## src/rtl/alu_issue_stage.sv

```systemverilog
// RV32I decode/issue stage: produces aluc and ALU operands, registered with a
// one-entry skid buffer on a valid/ready interface.
module alu_issue_stage #(
    parameter bit PASS_ILLEGAL = 1'b1
) (
    input  logic        clk,
    input  logic        rst_n,
    input  logic        in_valid,
    output logic        in_ready,
    input  logic [31:0] in_instr,
    input  logic [31:0] in_pc,
    input  logic [31:0] in_rs1_data,
    input  logic [31:0] in_rs2_data,
    output logic        out_valid,
    input  logic        out_ready,
    output logic [3:0]  out_aluc,
    output logic [31:0] out_a,
    output logic [31:0] out_b,
    output logic [4:0]  out_rd,
    output logic        out_illegal
);
    localparam int unsigned XLEN = 32;
    localparam int unsigned AW   = 4;
    localparam int unsigned RW   = 5;

    localparam logic [AW-1:0] ALU_ADD  = AW'(0);
    localparam logic [AW-1:0] ALU_SUB  = AW'(1);
    localparam logic [AW-1:0] ALU_AND  = AW'(2);
    localparam logic [AW-1:0] ALU_OR   = AW'(3);
    localparam logic [AW-1:0] ALU_XOR  = AW'(4);
    localparam logic [AW-1:0] ALU_SLL  = AW'(5);
    localparam logic [AW-1:0] ALU_SLT  = AW'(6);
    localparam logic [AW-1:0] ALU_SLTU = AW'(7);
    localparam logic [AW-1:0] ALU_SRL  = AW'(8);
    localparam logic [AW-1:0] ALU_SRA  = AW'(9);

    localparam logic [6:0] OPC_OP     = 7'b0110011;
    localparam logic [6:0] OPC_OPIMM  = 7'b0010011;
    localparam logic [6:0] OPC_LUI    = 7'b0110111;
    localparam logic [6:0] OPC_AUIPC  = 7'b0010111;
    localparam logic [6:0] OPC_LOAD   = 7'b0000011;
    localparam logic [6:0] OPC_STORE  = 7'b0100011;
    localparam logic [6:0] OPC_BRANCH = 7'b1100011;

    typedef struct packed {
        logic [AW-1:0]   aluc;
        logic [XLEN-1:0] a;
        logic [XLEN-1:0] b;
        logic [RW-1:0]   rd;
        logic            illegal;
    } issue_t;

    // funct3 -> aluc for the funct7=0000000 OP/OP-IMM group
    function automatic logic [AW-1:0] f3_aluc(input logic [2:0] f3);
        case (f3)
            3'd0:    return ALU_ADD;
            3'd1:    return ALU_SLL;
            3'd2:    return ALU_SLT;
            3'd3:    return ALU_SLTU;
            3'd4:    return ALU_XOR;
            3'd5:    return ALU_SRL;
            3'd6:    return ALU_OR;
            default: return ALU_AND;
        endcase
    endfunction

    logic [6:0]      opcode;
    logic [2:0]      f3;
    logic [6:0]      f7;
    logic [XLEN-1:0] imm_i, imm_s, imm_u, shamt_imm, shamt_reg;
    logic            ill;
    issue_t          dec;

    assign opcode    = in_instr[6:0];
    assign f3        = in_instr[14:12];
    assign f7        = in_instr[31:25];
    assign imm_i     = {{20{in_instr[31]}}, in_instr[31:20]};
    assign imm_s     = {{20{in_instr[31]}}, in_instr[31:25], in_instr[11:7]};
    assign imm_u     = {in_instr[31:12], 12'b0};
    assign shamt_imm = {27'b0, in_instr[24:20]};
    assign shamt_reg = {27'b0, in_rs2_data[4:0]};

    // Instruction decode; illegal encodings collapse to an all-zero payload
    always_comb begin
        dec = '0;
        ill = 1'b0;
        case (opcode)
            OPC_OP: begin
                dec.a  = in_rs1_data;
                dec.rd = in_instr[11:7];
                dec.b  = (f3 == 3'b001 || f3 == 3'b101) ? shamt_reg : in_rs2_data;
                if (f7 == 7'h00)                      dec.aluc = f3_aluc(f3);
                else if (f7 == 7'h20 && f3 == 3'b000) dec.aluc = ALU_SUB;
                else if (f7 == 7'h20 && f3 == 3'b101) dec.aluc = ALU_SRA;
                else                                  ill      = 1'b1;
            end
            OPC_OPIMM: begin
                dec.a    = in_rs1_data;
                dec.rd   = in_instr[11:7];
                dec.aluc = f3_aluc(f3);
                dec.b    = imm_i;
                if (f3 == 3'b001) begin
                    dec.b = shamt_imm;
                    ill   = (f7 != 7'h00);
                end else if (f3 == 3'b101) begin
                    dec.b = shamt_imm;
                    if (f7 == 7'h20)      dec.aluc = ALU_SRA;
                    else if (f7 != 7'h00) ill      = 1'b1;
                end
            end
            OPC_LUI: begin
                dec.b  = imm_u;
                dec.rd = in_instr[11:7];
            end
            OPC_AUIPC: begin
                dec.a  = in_pc;
                dec.b  = imm_u;
                dec.rd = in_instr[11:7];
            end
            OPC_LOAD: begin
                dec.a  = in_rs1_data;
                dec.b  = imm_i;
                dec.rd = in_instr[11:7];
            end
            OPC_STORE: begin
                dec.a = in_rs1_data;
                dec.b = imm_s;
            end
            OPC_BRANCH: begin
                dec.a = in_rs1_data;
                dec.b = in_rs2_data;
                case (f3[2:1])
                    2'b00:   dec.aluc = ALU_SUB;
                    2'b10:   dec.aluc = ALU_SLT;
                    2'b11:   dec.aluc = ALU_SLTU;
                    default: ill      = 1'b1;
                endcase
            end
            default: ill = 1'b1;
        endcase
        if (ill) dec = '0;
        dec.illegal = ill;
    end

    issue_t main_q, skid_q;
    logic   main_valid, skid_valid;
    logic   keep, main_free;

    assign in_ready  = !skid_valid;
    assign keep      = in_valid && in_ready && (PASS_ILLEGAL || !dec.illegal);
    assign main_free = !main_valid || out_ready;

    // Main/skid pipeline registers; skid always refills main before new input
    always_ff @(posedge clk or negedge rst_n) begin
        if (!rst_n) begin
            main_q     <= '0;
            skid_q     <= '0;
            main_valid <= 1'b0;
            skid_valid <= 1'b0;
        end else if (main_free) begin
            if (skid_valid) begin
                main_q     <= skid_q;
                main_valid <= 1'b1;
                skid_valid <= keep;
                if (keep) skid_q <= dec;
            end else if (keep) begin
                main_q     <= dec;
                main_valid <= 1'b1;
            end else begin
                main_valid <= 1'b0;
            end
        end else if (keep) begin
            skid_q     <= dec;
            skid_valid <= 1'b1;
        end
    end

    assign out_valid   = main_valid;
    assign out_aluc    = main_q.aluc;
    assign out_a       = main_q.a;
    assign out_b       = main_q.b;
    assign out_rd      = main_q.rd;
    assign out_illegal = main_q.illegal;
endmodule

```

## config.mk

```make
export PLATFORM = sky130hd
export DESIGN_NAME = alu_issue_stage
export DESIGN_NICKNAME = d
export VERILOG_FILES = /design/src/rtl/alu_issue_stage.sv
export SDC_FILE = /design/constraint.sdc
export NUM_CORES = 1
export LEC_CHECK = 0
export BUFFER_PORTS_ARGS = -buffer_cell sky130_fd_sc_hd__buf_2
export CAP_MARGIN = 30
export CORE_MARGIN = 10
export CORE_UTILIZATION = 40
export CTS_CLUSTER_DIAMETER = 60
export DETAILED_ROUTE_END_ITERATION = 6
export SYNTH_ARGS = -nofsm -noshare
export SYNTH_HDL_FRONTEND = slang
export SYNTH_SLANG_ARGS = --single-unit
```

## constraint.sdc

```tcl
create_clock -name clk -period 3.5 [get_ports clk]
set_input_delay 0.7 -clock clk [delete_from_list [all_inputs] [get_ports clk]]
set_output_delay 0.7 -clock clk [all_outputs]
set_load 0.02 [all_outputs]
```

==> results of run 1 <==
-- cell type report --
cell class / count / area [um^2] / area share [%]
sequential: 150 / 3750 / 41.4
multi-input combinational: 514 / 3180 / 35.1
timing repair buffer: 226 / 1210 / 13.3
clock buffer: 21 / 470 / 5.19
tap: 229 / 287 / 3.16
clock inverter: 11 / 146 / 1.61
inverter: 5 / 18.8 / 0.207
-- path summary, 6_finish.rpt --
check / to / start / cells past startpoint
max reg2reg: out_aluc[0] / skid_valid / 5
min reg2reg: skid_q[40] / skid_q[40] / 2
max in group asynchronous: skid_q[58] / rst_n / 2
min in group clk: skid_q[40] / skid_q[40] / 2
max: out_aluc[0] / skid_valid / 5
min: out_b[19] / rst_n / 1
-- flip-flops by register name (all words and copies together) (netlist names) --
name         flops
skid_q          74
out_a           32
out_b           32
out_rd           5
out_aluc         4
out_illegal      1
out_valid        1
skid_valid       1
-- metal layers --
metal / GRT usage (%) / wire [um] / vias to the layer above
li1: - / - / 3038
met1: 26.3 / 10800 / 3181
met2: 29.3 / 10600 / 236
met3: 5.99 / 1760 / 18
met4: 4.14 / 212 / 0
met5: 0 / 0 / -
-- power groups by stage --
stage | combinational, mW | clock, mW | sequential, mW
finish | 0.864 | 1.92 | 1.95
global route | 0.946 | 2.04 | 1.96
global placement | 0.866 | 0 | 1.98
detailed placement | 0.878 | 0 | 1.97
floorplan | 0.347 | 0 | 2.12
CTS | 0.877 | 1.94 | 1.95
-- synth_stat cells, types with 4 or more instances --
master,n
a21oi_1,85
a221oi_1,19
a22o_1,5
a22oi_1,49
and3_1,5
buf_2,4
buf_6,10
clkbuf_1,46
dfrtp_1,150
inv_1,4
nand2_1,76
nand2b_1,4
nor2_1,83
nor2b_1,5
nor3b_1,8
o21ai_0,69
o21ai_1,5
o22ai_1,16
o22ai_2,50
-- worst reg2reg max path: stages (launching register included) --
cell	delay, ns
dfrtp_2	0.76
nor2_1	0.26
nor2b_4	0.16
buf_4	0.72
nand2_1	0.24
o21ai_0	0.21
-- kinds of logic (layout without fill, tap and decap cells) --
group / after synthesis / count (layout) / synth area share [%]
XOR/XNOR: 1 / 1 / 0.121
buffers and inverters: 67 / 263 / 4.68
adder cells (fa/ha/maj): 3 / 3 / 0.518
AO/OA/AOI/OAI: 312 / 312 / 30.8
AND/OR/NAND/NOR: 198 / 198 / 12.1
flip-flops: 150 / 150 / 51.8
==> qor_table.md, run 1 <==
| Stage | Result | Value |
| --- | --- | --- |
| setup path | Setup CP Type | register to register |
| timing | Pin slew with the least headroom to its limit | 0.914 ns |
| synth | Total of warnings raised by yosys | 0 |
| setup path | Nature of the critical path startpoint | register |
| synth | Area of the mapped netlist | 7240 um^2 |
| clock tree | Clock root buffer master | clkbuf_16 |
| detailed routing | Detail-routed via count per cell | 5.60 |
| detailed routing | Number of detailed-route iterations in the first pass | 4 |
| synth | Top flip-flop cell by instance count after synthesis | dfrtp_1 |
| clock tree | TritonCTS clock tree | yes |
| synth | Synth async-reset ratio | 100% |
| die | Effective utilization at floorplan | 40.5% |
| placed design | I/O Buffers | 207 |
| detailed routing | Routed WL | 23.4 mm |
| clock tree | Clock buffer count from CTS | 17 |
| detailed routing | Routed len/inst | 20.2 um |
| placed design | Half-perimeter wire length after detailed placement | 15.7 mm |
| synth | Largest area contributor in the netlist | dfrtp_1 |
| synth | Distinct cell type count of the synthesized netlist | 47 |
| clock tree | Number of buffers inserted by hold repair at cts | 0 |
| power | Share of power burned in registers | 41.1% |
| setup path | Chain of cells forming the critical path | nor2_1 -> nor2b_4 -> buf_4 -> nand2_1 -> o21ai_0 |
| final layout | Core Util, Final | 50.6% |
| clock tree | Cells resized by post-CTS repair | 0 |
| detailed routing | Detail Route Antenna Nets | 0 |
| final layout | Ratio of cells with drive above 1 in the final layout | 34.3% |
| setup path | Largest stage delay on the critical path | 0.76 ns |
| final layout | Most common cell after layout, fill and taps aside | buf_2 |
| synth | Leading cell types by total area after synthesis | dfrtp_1 52%, o22ai_2 8.6%, a21oi_1 5.9%, a22oi_1 5.1%, o21ai_0 4.8% |
| setup path | Data arrival, critical path | 2.77 ns |
| run status | Result of the run | complete, no violations |
| timing | Worst Slack Setup Final | 1.06 ns |
| synth | Gate count after technology mapping | 731 |
| die | Width of the chip | 155 um |
| flow run | Number of max-capacitance violations reported | 0 |
| synth | Yosys reg bits | 150 |
| global route | Number of global-route vias before repair | 6697 |
| detailed routing | Initial DRC Count | 372 |
| timing | Worst slew slack as a fraction of its limit | 39.0% |
| die | Die Outline Area | 23900 um^2 |
| timing | Final number of max-transition violations | 0 |
| synth | Syn Nets | 866 |
| setup path | FF-to-FF setup slack | 1.06 ns |
| timing | Worst slack on hold paths | 0.257 ns |
| setup path | Largest fanout of any net on the critical path | 76 |
| final layout | Number of cells in the finished layout apart from fillers | 1156 |
| placed design | Post-Place Worst Slack | 0.664 ns |
| clock tree | Number of H-tree branching levels | 4 |
| global route | Maximum number of pins on one net before global-route repair | 77 |
| global route | Number of antenna violations at the first check in global routing | 0 |
| timing | Skew final | 0.0111 ns |
| setup path | Worst EP required | 3.83 ns |
| timing | Highest Clock Rate | 410 MHz |
| die | Top-Level Pins | 208 |
| placed design | Placer Congestion | 0.851 |
| detailed routing | Vias after detailed routing | 6473 |
| setup path | Family with the most delay on the worst path | flip-flops |
| power | Internal cell power | 3.36 mW |
| die | Placement row count | 49 |
| synth | Top cell type's share of synthesized area | 51.8% |
| placed design | Post-DP Area | 8450 um^2 |
| synth | Post-synth EDFFs | 0 |
| timing | Final setup violation count | 0 |
| clock tree | Maximum buffer depth of the clock tree | 2 |
| placed design | Total placed cells including tap cells | 1124 |
| global route | Total Routing Usage GR | 19.2% |
| final layout | Fill count | 1706 |
| clock tree | Later-pin clock latency in the skew report | 0.41 ns |
| power | Switching power | 1.38 mW |
| power | Worst voltage drop across the vdd grid | 0.329 mV |
| power | Switching share of total power | 29.0% |
| setup path | Critical path buffers and inverters | 1 |
| die | Die Height | 155 um |
| synth | Seq/Total Area, Yosys | 51.8% |
| setup path | Critical-path top delay cell | dfrtp_2 |
| final layout | Total inserted antenna cells | 0 |
| power | Portion of total power attributed to the clock network | 40.7% |
| timing | Unrepaired setup endpoints after global routing | no |
| die | Core outline area | 17900 um^2 |
| power | Post-route total power | 4.73 mW |
| final layout | Post-route cell area | 9070 um^2 |
| detailed routing | DRC errors left | 0 |
| clock tree | Setup bufs post-CTS | 0 |
| setup path | Kind of end point of the critical path | register |
| power | Logic gate share of total power | 18.2% |
| clock tree | Clk sink count | 150 |
| timing | Clock period minus worst slack | 2.44 ns |
| final layout | Area growth from synthesis to layout | 25.1% |
| final layout | Nets | 1049 |
| timing | Crit share post-route | 69.7% |
| clock tree | Reg clk slew, reported paths | 0.06 ns |
| hold path | Tightest Hold Check Type | primary input to async pin |
| final layout | Highest-count cells in the layout ignoring fill and taps | 206 x buf_2, 149 x dfrtp_1, 85 x a21oi_1 |
| global route | Global-route wire length before repair | 37.5 mm |
| power | Leakage power total | 4.02 nW |
| timing | Hold violation total from the final report | 0 |
| timing | Sum Neg Setup Slack | 0 ns |
| global route | Overflow left after global routing | 0 |
| synth | Avg Synthesized Cell Area | 9.91 um^2 |
| power | Ratio of total power to cell area | 522 nW/um^2 |
Note: power is estimated with default switching activity, not from simulation.
==> run 2: changes to the inputs <==
clock period = 2.4 ns   (was 3.5 ns; I/O delays follow)
==> qor_table.md, run 2 (synthesis gave the netlist of run 1 again) <==
| Stage | Result | Value | Change |
| --- | --- | --- | --- |
| detailed routing | Number of detailed-route iterations in the first pass | 5 | +1 |
| final layout | Number of flip-flops under the largest register name | 74 | unchanged |
| die | Width of the chip | 155 um | unchanged |
| final layout | Core Util, Final | 51.7% | +1.1 points |
| setup path | Setup CP Type | register to primary output |  |
| die | Effective utilization at floorplan | 40.5% | unchanged |
| setup path | Reg2reg end | skid_q[8] |  |
| hold path | End of the worst hold path | skid_q[5] |  |
| hold path | Start point of the worst hold path | in_instr[11] |  |
| final layout | Highest-count cells in the layout ignoring fill and taps | 206 x buf_2, 149 x dfrtp_1, 85 x a21oi_1 |  |
| power | Leakage power total | 4.13 nW | +2.7% |
| detailed routing | DRC errors left | 0 | unchanged |
| final layout | Area growth from synthesis to layout | 27.8% |  |
| final layout | Most common cell after layout, fill and taps aside | buf_2 |  |
| timing | Clock period minus worst slack | 1.85 ns |  |
| setup path | Reg-to-reg critical path startpoint | out_valid |  |
| final layout | Register with the highest flop count | skid_q |  |
| final layout | Ratio of cells with drive above 1 in the final layout | 35.3% | +0.97 points |
| die | Core outline area | 17900 um^2 | unchanged |
| detailed routing | Vias after detailed routing | 6530 | +0.88% |
| placed design | I/O Buffers | 207 | unchanged |
| clock tree | Later-pin clock latency in the skew report | 0.42 ns | about the same |
| clock tree | Cells resized by post-CTS repair | 0 | unchanged |
| setup path | Data arrival, critical path | 1.37 ns | -1.40 ns |
| setup path | Depth of the most critical reg-to-reg path | 5 | unchanged |
| global route | Global-route wire length before repair | 38.1 mm | +1.7% |
| global route | Number of global-route vias before repair | 6925 | +3.4% |
| final layout | Post-route cell area | 9260 um^2 | +2.1% |
| final layout | Total inserted antenna cells | 0 | unchanged |
| setup path | Nature of the critical path startpoint | register |  |
| setup path | Worst EP required | 1.92 ns | -1.91 ns |
| placed design | Total placed cells including tap cells | 1146 | +2.0% |
| timing | Crit share post-route | 77.0% |  |
| timing | Sum Neg Setup Slack | 0 ns | unchanged |
| global route | Number of antenna violations at the first check in global routing | 0 | unchanged |
| timing | Highest Clock Rate | 541 MHz |  |
| power | Ratio of total power to cell area | 707 nW/um^2 | +35% |
| die | Top-Level Pins | 208 | unchanged |
| power | Worst voltage drop across the vdd grid | 0.506 mV | +54% |
| setup path | Kind of end point of the critical path | primary output |  |
| clock tree | Reg clk slew, reported paths | 0.06 ns | about the same |
| setup path | FF-to-FF setup slack | 0.60 ns | -0.46 ns |
| timing | Worst slew slack as a fraction of its limit | 53.1% | +14 points |
| clock tree | Clock buffer count from CTS | 17 | unchanged |
| clock tree | TritonCTS clock tree | yes |  |
| die | Die Outline Area | 23900 um^2 | unchanged |
| clock tree | Clk sink count | 150 | unchanged |
| timing | Final number of max-transition violations | 0 | unchanged |
| timing | Worst slack on hold paths | 0.314 ns | +0.0568 ns |
| placed design | Placer Congestion | 0.855 | +0.46% |
| final layout | Nets | 1072 | +2.2% |
| hold path | Tightest Hold Check Type | primary input to register |  |
| global route | Maximum number of pins on one net before global-route repair | 57 | -26% |
| die | Die Height | 155 um | unchanged |
| detailed routing | Routed WL | 23.3 mm | about the same |
| global route | Overflow left after global routing | 0 | unchanged |
| die | Placement row count | 49 | unchanged |
| placed design | Post-DP Area | 8730 um^2 | +3.3% |
| timing | Skew final | 0.00774 ns | -0.00331 ns |
| setup path | Largest fanout of any net on the critical path | 15 | -80% |
| clock tree | Number of H-tree branching levels | 4 | unchanged |
| detailed routing | Initial DRC Count | 354 | -4.8% |
| global route | Total Routing Usage GR | 19.5% | +0.30 points |
| run status | Result of the run | complete, no violations |  |
| clock tree | Clock root buffer master | clkbuf_16 |  |
| timing | Hold violation total from the final report | 0 | unchanged |
| flow run | Number of max-capacitance violations reported | 0 | unchanged |
| timing | Final setup violation count | 0 | unchanged |
| final layout | Number of cells in the finished layout apart from fillers | 1176 | +1.7% |
| detailed routing | Detail-routed via count per cell | 5.55 | -0.84% |
| hold path | Hold path cells | 2 |  |
| detailed routing | Routed len/inst | 19.9 um | -1.7% |
| placed design | Half-perimeter wire length after detailed placement | 16.4 mm | +5.1% |
| timing | Unrepaired setup endpoints after global routing | no |  |
| timing | Pin slew with the least headroom to its limit | 0.700 ns | -0.214 ns |
| clock tree | Maximum buffer depth of the clock tree | 2 | unchanged |
| detailed routing | Detail Route Antenna Nets | 0 | unchanged |
run 2: changes by cell type in the layout (fill, tap and decap cells not counted), sizes merged, moves of 2 or more:
| cell | previous run | this run |
|---|---|---|
| bufinv | 3 | 0 |
| inv | 6 | 4 |
| clkbuf | 21 | 25 |
| buf | 226 | 248 |
run 2: area by class of cell:
| cell class | count | area, um^2 |
|---|---|---|
| Fill cell | 1665 | 8650 |
| Sequential cell | 150 | 3750 |
| Multi-Input combinational cell | 514 | 3180 |
| Timing Repair Buffer | 249 | 1500 |
| Clock buffer | 25 | 495 |
| Tap cell | 229 | 287 |
| Clock inverter | 4 | 22.5 |
| Inverter | 5 | 18.8 |
run 2: metal layers:
metal | up-vias | part of all wire (%) | track usage (%)
li1 | 3083 | - | -
met1 | 3178 | 45 | 25.9
met2 | 249 | 46 | 30.1
met3 | 20 | 8.0 | 6.43
met4 | 0 | 0.98 | 4.86
met5 | - | 0 | 0
run 2: where the power goes:
group	total (mW)	internal (mW)	switching, mW
logic	1.31	0.487	0.818
registers	2.84	2.72	0.117
clock network	2.40	1.41	0.990
run 2: worst max-delay path by stage:
stage | startpoint | end
after floorplan | in_instr[5] | out_b[12]
after global placement | in_instr[25] | out_aluc[3]
after detailed placement | in_instr[6] | out_a[24]
after CTS | skid_valid | in_ready
after global routing | in_instr[6] | out_a[29]
final | skid_valid | in_ready
run 2: what timing repair did:
action,CTS,global route
buffers inserted,0,0
endpoints found under the hold margin,40,0
hold buffers,1,0
run 2: stage by stage:
| stage | power (mW) | worst slack [ns] |
|---|---|---|
| after floorplan | 3.60 | 0.476 |
| after global placement | 4.19 | 0.129 |
| after detailed placement | 4.20 | 0.153 |
| after CTS | 6.62 | 0.525 |
| after global routing | 6.87 | 0.439 |
| final | 6.54 | 0.552 |
run 2: critical path: stages (launching register included):
cell and delay (ns):
dfrtp_2 0.56, inv_1 0.19, buf_2 0.20
==> run 3: changes to the inputs <==
clock period = 1.9 ns   (was 2.4 ns; I/O delays follow)
==> qor_table.md, run 3 (synthesis gave the netlist of run 1 again) <==
| Stage | Result | Value | Change |
| --- | --- | --- | --- |
| run status | Result of the run | complete, no violations |  |
| die | Core outline area | 17900 um^2 | unchanged |
| die | Die Outline Area | 23900 um^2 | unchanged |
| hold path | Tightest Hold Check Type | primary input to register |  |
| final layout | Total inserted antenna cells | 0 | unchanged |
| die | Die Height | 155 um | unchanged |
| timing | Pin slew with the least headroom to its limit | 0.601 ns | -0.0990 ns |
| final layout | Most common cell after layout, fill and taps aside | buf_2 |  |
| power | Leakage power total | 4.41 nW | +6.6% |
| final layout | Fill count | 1655 | -0.60% |
| clock tree | Clock root buffer master | clkbuf_16 |  |
| timing | Worst Slack Setup Final | 0.163 ns | -0.389 ns |
| global route | Overflow left after global routing | 0 | unchanged |
| clock tree | Maximum buffer depth of the clock tree | 2 | unchanged |
| setup path | Data arrival, critical path | 2.05 ns | +0.68 ns |
| global route | Number of antenna violations at the first check in global routing | 0 | unchanged |
| placed design | Post-Place Worst Slack | -0.175 ns | -0.329 ns |
| setup path | Setup CP Type | primary input to register |  |
| die | Placement row count | 49 | unchanged |
| clock tree | Number of H-tree branching levels | 4 | unchanged |
| timing | Worst slack on hold paths | 0.223 ns | -0.0911 ns |
| setup path | Worst EP required | 2.21 ns | +0.29 ns |
| power | Ratio of total power to cell area | 887 nW/um^2 | +25% |
| global route | Number of global-route vias before repair | 7105 | +2.6% |
| timing | Final setup violation count | 0 | unchanged |
| detailed routing | Detail Route Antenna Nets | 0 | unchanged |
| timing | Highest Clock Rate | 576 MHz |  |
| setup path | Largest fanout of any net on the critical path | 10 | -5 |
| detailed routing | Routed len/inst | 19.1 um | -3.6% |
| die | Top-Level Pins | 208 | unchanged |
| global route | Maximum number of pins on one net before global-route repair | 46 | -19% |
| global route | Global-route wire length before repair | 38.2 mm | +0.38% |
| clock tree | Setup bufs post-CTS | 0 | unchanged |
| die | Width of the chip | 155 um | unchanged |
| placed design | Half-perimeter wire length after detailed placement | 16.9 mm | +2.6% |
| clock tree | Reg clk slew, reported paths | 0.06 ns | about the same |
| setup path | Kind of end point of the critical path | register |  |
| clock tree | TritonCTS clock tree | yes |  |
| timing | Final number of max-transition violations | 0 | unchanged |
| timing | Skew final | 0.00718 ns | -0.000562 ns |
| detailed routing | Routed WL | 23.4 mm | +0.30% |
| final layout | Nets | 1118 | +4.3% |
| timing | Unrepaired setup endpoints after global routing | no |  |
| timing | Crit share post-route | 91.4% |  |
| final layout | Post-route cell area | 9740 um^2 | +5.2% |
| setup path | Depth of the most critical reg-to-reg path | 5 | unchanged |
| detailed routing | Number of detailed-route iterations in the first pass | 5 | unchanged |
| placed design | I/O Buffers | 207 | unchanged |
| detailed routing | Detail-routed via count per cell | 5.39 | -2.9% |
| final layout | Area growth from synthesis to layout | 34.5% |  |
| clock tree | Later-pin clock latency in the skew report | 0.42 ns | about the same |
| final layout | Register with the highest flop count | skid_q |  |
| final layout | Highest-count cells in the layout ignoring fill and taps | 206 x buf_2, 149 x dfrtp_1, 85 x a21oi_1 |  |
| setup path | Nature of the critical path startpoint | primary input |  |
| clock tree | Clock buffer count from CTS | 17 | unchanged |
| final layout | Number of flip-flops under the largest register name | 74 | unchanged |
| detailed routing | Initial DRC Count | 407 | +15% |
| flow run | Number of max-capacitance violations reported | 0 | unchanged |
| final layout | Ratio of cells with drive above 1 in the final layout | 38.6% | +3.4 points |
| detailed routing | Vias after detailed routing | 6593 | +0.96% |
| global route | Total Routing Usage GR | 19.5% | about the same |
| timing | Hold violation total from the final report | 0 | unchanged |
| clock tree | Clk sink count | 150 | unchanged |
| timing | Sum Neg Setup Slack | 0 ns | unchanged |
| timing | Worst slew slack as a fraction of its limit | 59.8% | +6.6 points |
| die | Effective utilization at floorplan | 40.5% | unchanged |
| timing | Clock period minus worst slack | 1.74 ns |  |
| hold path | Hold path cells | 2 | unchanged |
| power | Post-route total power | 8.64 mW | +32% |
| placed design | Placer Congestion | 0.879 | +2.9% |
| detailed routing | DRC errors left | 0 | unchanged |
| placed design | Post-DP Area | 9150 um^2 | +4.8% |
| power | Worst voltage drop across the vdd grid | 0.632 mV | +25% |
## run 3: what timing repair did
item	in CTS	in global routing
hold buffers	1	0
endpoints found under the hold margin	35	0
gates resized for setup	0	0
setup endpoints to repair	0	0
## run 3: metrics by stage
step | utilization, % | std cells
floorplan | - | 731
global placement | 51.1 | 1192
detailed placement | 51.1 | 1192
CTS | 54.4 | 1223
global route | 54.4 | 1223
finish | 54.4 | 1223
## run 3: power by group
part | switching [mW] | total [mW] | internal (mW)
clock | 1.31 | 3.36 | 2.05
combinational | 1.04 | 1.70 | 0.661
sequential | 0.139 | 3.58 | 3.44
total | 2.49 | 8.64 | 6.15
## run 3: layout make-up
| type | instances | area [um^2] | share of cell area (%) |
|---|---|---|---|
| clock inverter | 8 | 98.8 | 1.01 |
| sequential | 150 | 3750 | 38.5 |
| inverter | 5 | 18.8 | 0.193 |
| multi-input combinational | 514 | 3180 | 32.6 |
| timing repair buffer | 295 | 1920 | 19.7 |
| tap | 229 | 287 | 2.94 |
| clock buffer | 22 | 484 | 4.97 |
## run 3: worst paths after layout
check | end | startpoint | slack [ns]
min reg2reg | skid_q[63] | skid_q[63] | 0.48
max reg2reg | skid_q[67] | skid_valid | 0.25
min | skid_q[4] | in_instr[10] | 0.22
max in group asynchronous | skid_q[35] | rst_n | 0.89
min in group asynchronous | out_b[19] | rst_n | 0.43
max | skid_q[26] | in_instr[25] | 0.16
## run 3: worst max-delay path: stages
cell and delay, ns:
buf_2 0.11, nor4_2 0.26, buf_4 0.18, a32oi_1 0.15
o21bai_4 0.18, buf_4 0.16, nand3_2 0.14, buf_4 0.22
o21ai_0 0.26
## run 3: routing by layer
| metal | share of wire (%) | track usage (%) | up-vias |
|---|---|---|---|
| li1 | - | - | 3184 |
| met1 | 46 | 26.5 | 3160 |
| met2 | 46 | 29.6 | 225 |
| met3 | 7.6 | 6.27 | 24 |
| met4 | 1.1 | 4.50 | 0 |
| met5 | 0 | 0 | - |
